==> config.mk <==
export PLATFORM = sky130hd
export DESIGN_NAME = mmio_uart_tx
export DESIGN_NICKNAME = d
export VERILOG_FILES = /design/src/rtl/mmio_uart_tx.sv
export SDC_FILE = /design/constraint.sdc
export NUM_CORES = 1
export LEC_CHECK = 0
export ABC_AREA = 1
export CORE_UTILIZATION = 50
export CTS_BUF_LIST = sky130_fd_sc_hd__clkbuf_4 sky130_fd_sc_hd__clkbuf_8
export DETAILED_ROUTE_END_ITERATION = 12
export PLACE_DENSITY = 0.77
export SETUP_SLACK_MARGIN = 0.3
export SYNTH_ARGS = -nofsm -noshare
export SYNTH_HDL_FRONTEND = slang
export SYNTH_SLANG_ARGS = --single-unit
==> constraint.sdc <==
create_clock -name clk -period 4.9 [get_ports clk]
set_input_delay 0.98 -clock clk [delete_from_list [all_inputs] [get_ports clk]]
set_output_delay 0.98 -clock clk [all_outputs]
set_load 0.005 [all_outputs]
==> src/rtl/mmio_uart_tx.sv <==
//-----------------------------------------------------------------------------
// mmio_uart_tx
//
// Memory-mapped UART transmitter sitting on the core's store path. The core
// stores bytes into a small TX FIFO; a bit-serial engine drains the FIFO and
// sends each byte as an 8N1 frame on tx_o, LSB first. Status flags and the
// baud divisor (clk cycles per bit) can be read and written over the same bus.
//
// Register map (addr_i):
//   0 DATA    write: push wdata_i[7:0]        read: 0
//   1 STATUS  write: wdata_i[3]=1 clears overflow
//             read : {28'b0, overflow, fifo_empty, fifo_full, busy}
//   2 BAUD    write: wdata_i[15:0], 0 treated as 1, used from next bit start
//             read : {16'b0, baud}
//   3 reserved (reads 0, writes ignored)
//
// Ports:
//   clk      system clock, all state on the rising edge
//   rst      asynchronous active-low reset
//   sel_i    address decode hit for this peripheral
//   we_i     store strobe, acts only when sel_i=1
//   addr_i   register select
//   wdata_i  store data
//   rdata_o  combinational read data for addr_i, 0 when sel_i=0
//   tx_o     registered serial line, idle high
//   busy_o   frame in progress or FIFO non-empty
//
// Configuration macro:
//   UART_TX_PARITY_EN  adds an even-parity bit after data bit 7 (11-bit frame).
//                      Undefined (default): plain 10-bit 8N1 frame.
//-----------------------------------------------------------------------------
`timescale 1ns/1ps

module mmio_uart_tx #(
   parameter int WIDTH       = 32,
   parameter int FIFO_DEPTH  = 4,
   parameter int DEFAULT_DIV = 16
) (
   input  logic             clk,
   input  logic             rst,
   input  logic             sel_i,
   input  logic             we_i,
   input  logic [1:0]       addr_i,
   input  logic [WIDTH-1:0] wdata_i,
   output logic [WIDTH-1:0] rdata_o,
   output logic             tx_o,
   output logic             busy_o
);

   localparam int PTR_W = $clog2(FIFO_DEPTH);
   localparam int CNT_W = PTR_W + 1;

   localparam logic [1:0] ADDR_DATA   = 2'd0;
   localparam logic [1:0] ADDR_STATUS = 2'd1;
   localparam logic [1:0] ADDR_BAUD   = 2'd2;

`ifdef UART_TX_PARITY_EN
   typedef enum logic [2:0] {
      ST_IDLE,
      ST_START,
      ST_DATA,
      ST_PARITY,
      ST_STOP
   } state_t;
`else
   typedef enum logic [1:0] {
      ST_IDLE,
      ST_START,
      ST_DATA,
      ST_STOP
   } state_t;
`endif

   // Serialiser state
   state_t           state_q,   state_d;
   logic [7:0]       data_q,    data_d;
   logic [2:0]       bit_idx_q, bit_idx_d;
   logic [15:0]      timer_q,   timer_d;
   logic             tx_q,      tx_d;

   // Register file
   logic [15:0]      baud_q,    baud_d;
   logic             ovf_q,     ovf_d;

   // FIFO bookkeeping
   logic [PTR_W-1:0] wr_ptr_q,  wr_ptr_d;
   logic [PTR_W-1:0] rd_ptr_q,  rd_ptr_d;
   logic [CNT_W-1:0] count_q,   count_d;
   logic [7:0]       mem [FIFO_DEPTH];

   logic fifo_empty;
   logic fifo_full;
   logic bit_end;
   logic pop;
   logic push;
   logic wr_data;
   logic wr_status;
   logic wr_baud;
   logic [2:0] next_idx;

   // Upper store-data bits have no meaning in this block.
   logic unused_wdata;
   assign unused_wdata = ^wdata_i[WIDTH-1:16];

   assign fifo_empty = (count_q == '0);
   assign fifo_full  = (count_q == CNT_W'(FIFO_DEPTH));
   assign bit_end    = (timer_q == 16'd0);
   assign next_idx   = bit_idx_q + 3'd1;

   assign wr_data    = sel_i & we_i & (addr_i == ADDR_DATA);
   assign wr_status  = sel_i & we_i & (addr_i == ADDR_STATUS);
   assign wr_baud    = sel_i & we_i & (addr_i == ADDR_BAUD);

   //--------------------------------------------------------------------------
   // Serialiser next-state. Every bit start reloads the down-counter from the
   // current divisor, so a BAUD write only shows up at the next bit boundary.
   //--------------------------------------------------------------------------
   always_comb begin
      // NOTE: every variable gets a default before the case so no path leaves
      // it unassigned; otherwise synthesis infers a latch.
      state_d   = state_q;
      data_d    = data_q;
      bit_idx_d = bit_idx_q;
      timer_d   = timer_q;
      tx_d      = tx_q;
      pop       = 1'b0;

      if (state_q != ST_IDLE && !bit_end) begin
         timer_d = timer_q - 16'd1;
      end

      case (state_q)
         ST_IDLE: begin
            tx_d = 1'b1;
            if (!fifo_empty) begin
               pop       = 1'b1;
               data_d    = mem[rd_ptr_q];
               bit_idx_d = 3'd0;
               tx_d      = 1'b0;
               timer_d   = baud_q - 16'd1;
               state_d   = ST_START;
            end
         end

         ST_START: begin
            if (bit_end) begin
               bit_idx_d = 3'd0;
               tx_d      = data_q[0];
               timer_d   = baud_q - 16'd1;
               state_d   = ST_DATA;
            end
         end

         ST_DATA: begin
            if (bit_end) begin
               timer_d = baud_q - 16'd1;
               if (bit_idx_q == 3'd7) begin
`ifdef UART_TX_PARITY_EN
                  tx_d    = ^data_q;
                  state_d = ST_PARITY;
`else
                  tx_d    = 1'b1;
                  state_d = ST_STOP;
`endif
               end else begin
                  bit_idx_d = next_idx;
                  tx_d      = data_q[next_idx];
               end
            end
         end

`ifdef UART_TX_PARITY_EN
         ST_PARITY: begin
            if (bit_end) begin
               tx_d    = 1'b1;
               timer_d = baud_q - 16'd1;
               state_d = ST_STOP;
            end
         end
`endif

         ST_STOP: begin
            if (bit_end) begin
               bit_idx_d = 3'd0;
               if (!fifo_empty) begin
                  // Back-to-back frames: the next start bit follows the stop
                  // bit with no idle cycle.
                  pop     = 1'b1;
                  data_d  = mem[rd_ptr_q];
                  tx_d    = 1'b0;
                  timer_d = baud_q - 16'd1;
                  state_d = ST_START;
               end else begin
                  tx_d    = 1'b1;
                  timer_d = 16'd0;
                  state_d = ST_IDLE;
               end
            end
         end

         default: begin
            tx_d    = 1'b1;
            timer_d = 16'd0;
            state_d = ST_IDLE;
         end
      endcase
   end

   //--------------------------------------------------------------------------
   // FIFO pointers and bus-visible registers. A push into a full FIFO still
   // succeeds when the serialiser pops in the same cycle.
   //--------------------------------------------------------------------------
   always_comb begin
      push     = wr_data & (!fifo_full | pop);
      wr_ptr_d = wr_ptr_q + PTR_W'(push);
      rd_ptr_d = rd_ptr_q + PTR_W'(pop);
      count_d  = count_q + CNT_W'(push) - CNT_W'(pop);

      ovf_d = ovf_q;
      if (wr_data && fifo_full && !pop) begin
         ovf_d = 1'b1;
      end else if (wr_status && wdata_i[3]) begin
         ovf_d = 1'b0;
      end

      baud_d = baud_q;
      if (wr_baud) begin
         baud_d = (wdata_i[15:0] == 16'd0) ? 16'd1 : wdata_i[15:0];
      end
   end

   always_ff @(posedge clk or negedge rst) begin
      // NOTE: state registers use non-blocking assignments so every flop
      // samples the pre-edge values regardless of statement order.
      if (!rst) begin
         state_q   <= ST_IDLE;
         data_q    <= 8'd0;
         bit_idx_q <= 3'd0;
         timer_q   <= 16'd0;
         tx_q      <= 1'b1;
         baud_q    <= 16'(DEFAULT_DIV);
         ovf_q     <= 1'b0;
         wr_ptr_q  <= '0;
         rd_ptr_q  <= '0;
         count_q   <= '0;
      end else begin
         state_q   <= state_d;
         data_q    <= data_d;
         bit_idx_q <= bit_idx_d;
         timer_q   <= timer_d;
         tx_q      <= tx_d;
         baud_q    <= baud_d;
         ovf_q     <= ovf_d;
         wr_ptr_q  <= wr_ptr_d;
         rd_ptr_q  <= rd_ptr_d;
         count_q   <= count_d;
      end
   end

   // NOTE: FIFO storage is not reset; the count and pointers decide which
   // entries are valid, so stale contents are never observed.
   always_ff @(posedge clk) begin
      if (push) begin
         mem[wr_ptr_q] <= wdata_i[7:0];
      end
   end

   //--------------------------------------------------------------------------
   // Outputs
   //--------------------------------------------------------------------------
   assign tx_o   = tx_q;
   assign busy_o = (state_q != ST_IDLE) | ~fifo_empty;

   always_comb begin
      rdata_o = '0;
      if (sel_i) begin
         case (addr_i)
            ADDR_STATUS: rdata_o = WIDTH'({ovf_q, fifo_empty, fifo_full, busy_o});
            ADDR_BAUD:   rdata_o = WIDTH'(baud_q);
            default:     rdata_o = '0;
         endcase
      end
   end

endmodule

==> metrics.md <==
| Metric | Value |
|---|---|
| Outcome | finished clean |
| Distinct cells, synth | 41 |
| Synthesis-stage register bit count | 86 |
| Crit path cell chain | clkdlybuf4s50_1 > inv_1 > ha_1 > nand2_1 > nor2_1 > clkdlybuf4s50_1 |
| Aggregate global-route resource usage | 21.4% |
| CP Launch Type | input pin |
| Vias per Instance | 5.24 |
| Standard-cell rows | 35 |
| # IOs | 72 |
| RSZ-0062 raised after global routing | false |
| Die Y | 99.1 um |
| Post-synth top cells | 91 x nand2_1, 81 x nor2_1, 59 x inv_1, 52 x dfrtp_1, 47 x o21ai_0 |
| Post-synthesis mux area share | 1.91% |
| Clk sinks | 86 |
| Post-synthesis simple-gate area fraction | 23.6% |
| Sequential share of power | 52.3% |
| Clk network pwr share | 25.8% |
| Routing usage on met3 | 2.98% |
| Compound-Gate Fraction of Synth Area | 9.43% |
| Core Util, Final | 58.0% |
| Vias in the first global route | 3477 |
| Final hold violation count | 0 |
| Slowest cell on crit path | clkdlybuf4s50_1 |
| Worst rel slew slack | 17.1% |
| Num CTS Buffers | 9 |
| Most common cell in the netlist | nand2_1 |
| XOR/XNOR share of the synthesized area | 2.60% |
| PostCTS Resize Cnt | 0 |
| Peak supply drop | 0.270 mV |
| EDFF count, synth | 32 |
| Layer with the highest usage | met2 |
| Max Fclk | 266 MHz |
| Max Buffers Root-to-Sink | 2 |
| Worst-skew pair later-pin latency | 0.36 ns |
| NumNets Final | 632 |
| Initial antenna violation count | 0 |
| Overflow after GRT | 0 |
| Internal power | 1.25 mW |
| Initial core utilization | 51.2% |
| Die width | 99.1 um |
| Clk root buf | clkbuf_8 |
| Pre-antenna DRT Iters | 4 |
| GR Layer Usage met2 | 33.5% |
| Cells after Synth | 535 |
| Slew @ Worst Pin | 1.23 ns |
| Largest family of logic cells by synthesized area | simple AND/OR/NAND/NOR gates |
| ANT nets after route | 0 |
| Slew Viols, Final | 0 |
| HPWL after DPL | 7150 um |
| WS Path Type | in2out |
| Top-area cell type share of the netlist area | 27.6% |
| Clock Skews | 0.0107 ns |
| Cell seen most often among critical-path stages | clkdlybuf4s50_1 |
| Final period util | 76.6% |
| Reg clk slew, reported paths | 0.09 ns |
| Synth-to-Final Area Change | 13.3% |
| Hold buffer count at CTS | 0 |
| Largest net degree at the start of global routing | 55 |
| Sw Share | 33.2% |
| Layout cell share with drive strength beyond 1 | 8.42% |
| Post-CTS Repair Setup Buffers | 0 |
| Pwr Density | 351 nW/um2 |
| Minimum clock period | 3.75 ns |
| Top post-synthesis cells by area | dfrtp_1 28%, edfxtp_1 20%, nand2_1 7.3% |
| Post-synthesis sequential area ratio | 49.1% |
| Core area | 9200 um2 |
| Yosys warns | 0 |
| Number of port buffers | 39 |
| Leak pwr | 2.30 nW |
| H-tree level count | 3 |
| Crit. End Element | output port |
| Adder-cell share of the synthesized area | 4.68% |
| Routability cong. | 0.843 |
| MaxCap Viol Count | 0 |
| Prevailing post-synth register cell | dfrtp_1 |
| Final wirelength | 9610 um |
| Largest area contributor in the netlist | dfrtp_1 |
| Setup TNS | 0 ns |
| Max stage delay on crit path | 0.52 ns |
| Avg WL per Cell | 13.9 um |
| Endpoints failing setup | 0 |
| HP Class | reg2reg |
| CTS tree | yes |
| Worst Path Required | 3.92 ns |
| Ys async rst share | 62.8% |
| Initial drt markers | 202 |
| CP arrival | 2.77 ns |
| Synthesized area | 4710 um2 |
| Logic gate share of total power | 21.9% |
| Met1 usage | 29.2% |
| Crit path buffers/inverters | 3 |
| First-pass GRT wire length | 16300 um |
| Worst-path maximum fanout | 12 |
| Crit path max-delay family | buffers and inverters |
| Die area | 9810 um2 |
| Avg Synthesized Cell Area | 8.80 um2 |
| Sw Pwr | 0.622 mW |
| Drc violations | 0 |
| Total number of vias | 3634 |
| Diode count | 0 |
==> per-layer routing <==
layer,share of wire (%),vias up
met5,0,-
met4,1.7,0
met3,4.3,14
met2,47,97
met1,47,1697
li1,-,1826
==> cell families after synthesis <==
kind of cell	after synthesis
XOR/XNOR	14
AO/OA/AOI/OAI	74
flip-flops	86
other	1
AND/OR/NAND/NOR	248
adder cells (fa/ha/maj)	17
buffers and inverters	87
multiplexers	8
==> power by group through the flow <==
stage | registers [mW] | clock network (mW) | logic, mW
detailed placement | 0.994 | 0 | 0.407
CTS | 0.979 | 0.493 | 0.412
global placement | 0.987 | 0 | 0.388
floorplan | 0.967 | 0 | 0.305
finish | 0.981 | 0.484 | 0.411
global route | 0.995 | 0.526 | 0.471
==> per-stage QoR <==
step	hold slack, ns	area, um2	total power, mW	worst slack (ns)	cells
floorplan	0.453	4770	1.27	2.21	550
global placement	0.470	5140	1.37	1.18	677
detailed placement	0.474	5140	1.40	1.14	677
CTS	0.490	5340	1.88	1.13	693
global route	0.517	5340	1.99	1.04	693
finish	0.486	5340	1.88	1.15	693
==> registers in the layout, indices dropped and copies added, names as in the netlist <==
signal and count:
mem 32, baud_q 16, timer_q 16, data_q 8, bit_idx_q 3, count_q 3, rd_ptr_q 2, state_q 2
wr_ptr_q 2, ovf_q 1, tx_o 1
==> worst min-delay path: stages, from the launching register on <==
cell     delay [ns]
dfstp_2        0.38
inv_1          0.04
o21ai_0        0.07
==> path summary, 6_finish.rpt <==
check / from / end / slack, ns / cells after the start
setup / recovery: addr_i[0] / rdata_o[12] / 1.15 / 6
hold / removal: tx_o / tx_o / 0.49 / 2
setup reg to reg: timer_q[0] / mem[1][4] / 2.02 / 10
hold reg to reg: tx_o / tx_o / 0.49 / 2
max in group asynchronous: rst / timer_q[2] / 3.71 / 2
min in group asynchronous: rst / baud_q[13] / 0.72 / 2
==> cell type report <==
type,count,area (um2)
clock inverter,7,72.6
tap,111,139
inverter,62,239
fill,778,3860
clock buffer,9,124
multi-input combinational,377,2050
sequential,86,2310
timing repair buffer,41,400
==> cell usage in the layout (no fill, tap or decap), types with 2 or more instances in the layout <==
cell type        instances
xor2_1                  12
clkbuf_8                 9
conb_1                  16
o21ai_1                  3
dfstp_2                  2
xnor2_1                  2
nor2_2                   5
dfrtp_1                 52
inv_1                   59
nand3_1                 40
nand3_2                  4
nor3_1                   4
edfxtp_1                32
o21ai_0                 47
nand2_4                  2
inv_8                    2
a21oi_1                  4
nor2_1                  81
inv_6                    3
a22oi_1                  2
mux2_2                   8
ha_1                    16
buf_4                    2
clkdlybuf4s50_1         38
nand2_1                 91
nand4_1                  9
nand2_2                  3
nor4_1                   4
o32ai_1                  8
o21bai_1                 7
Power figures use the tool's default switching activity.
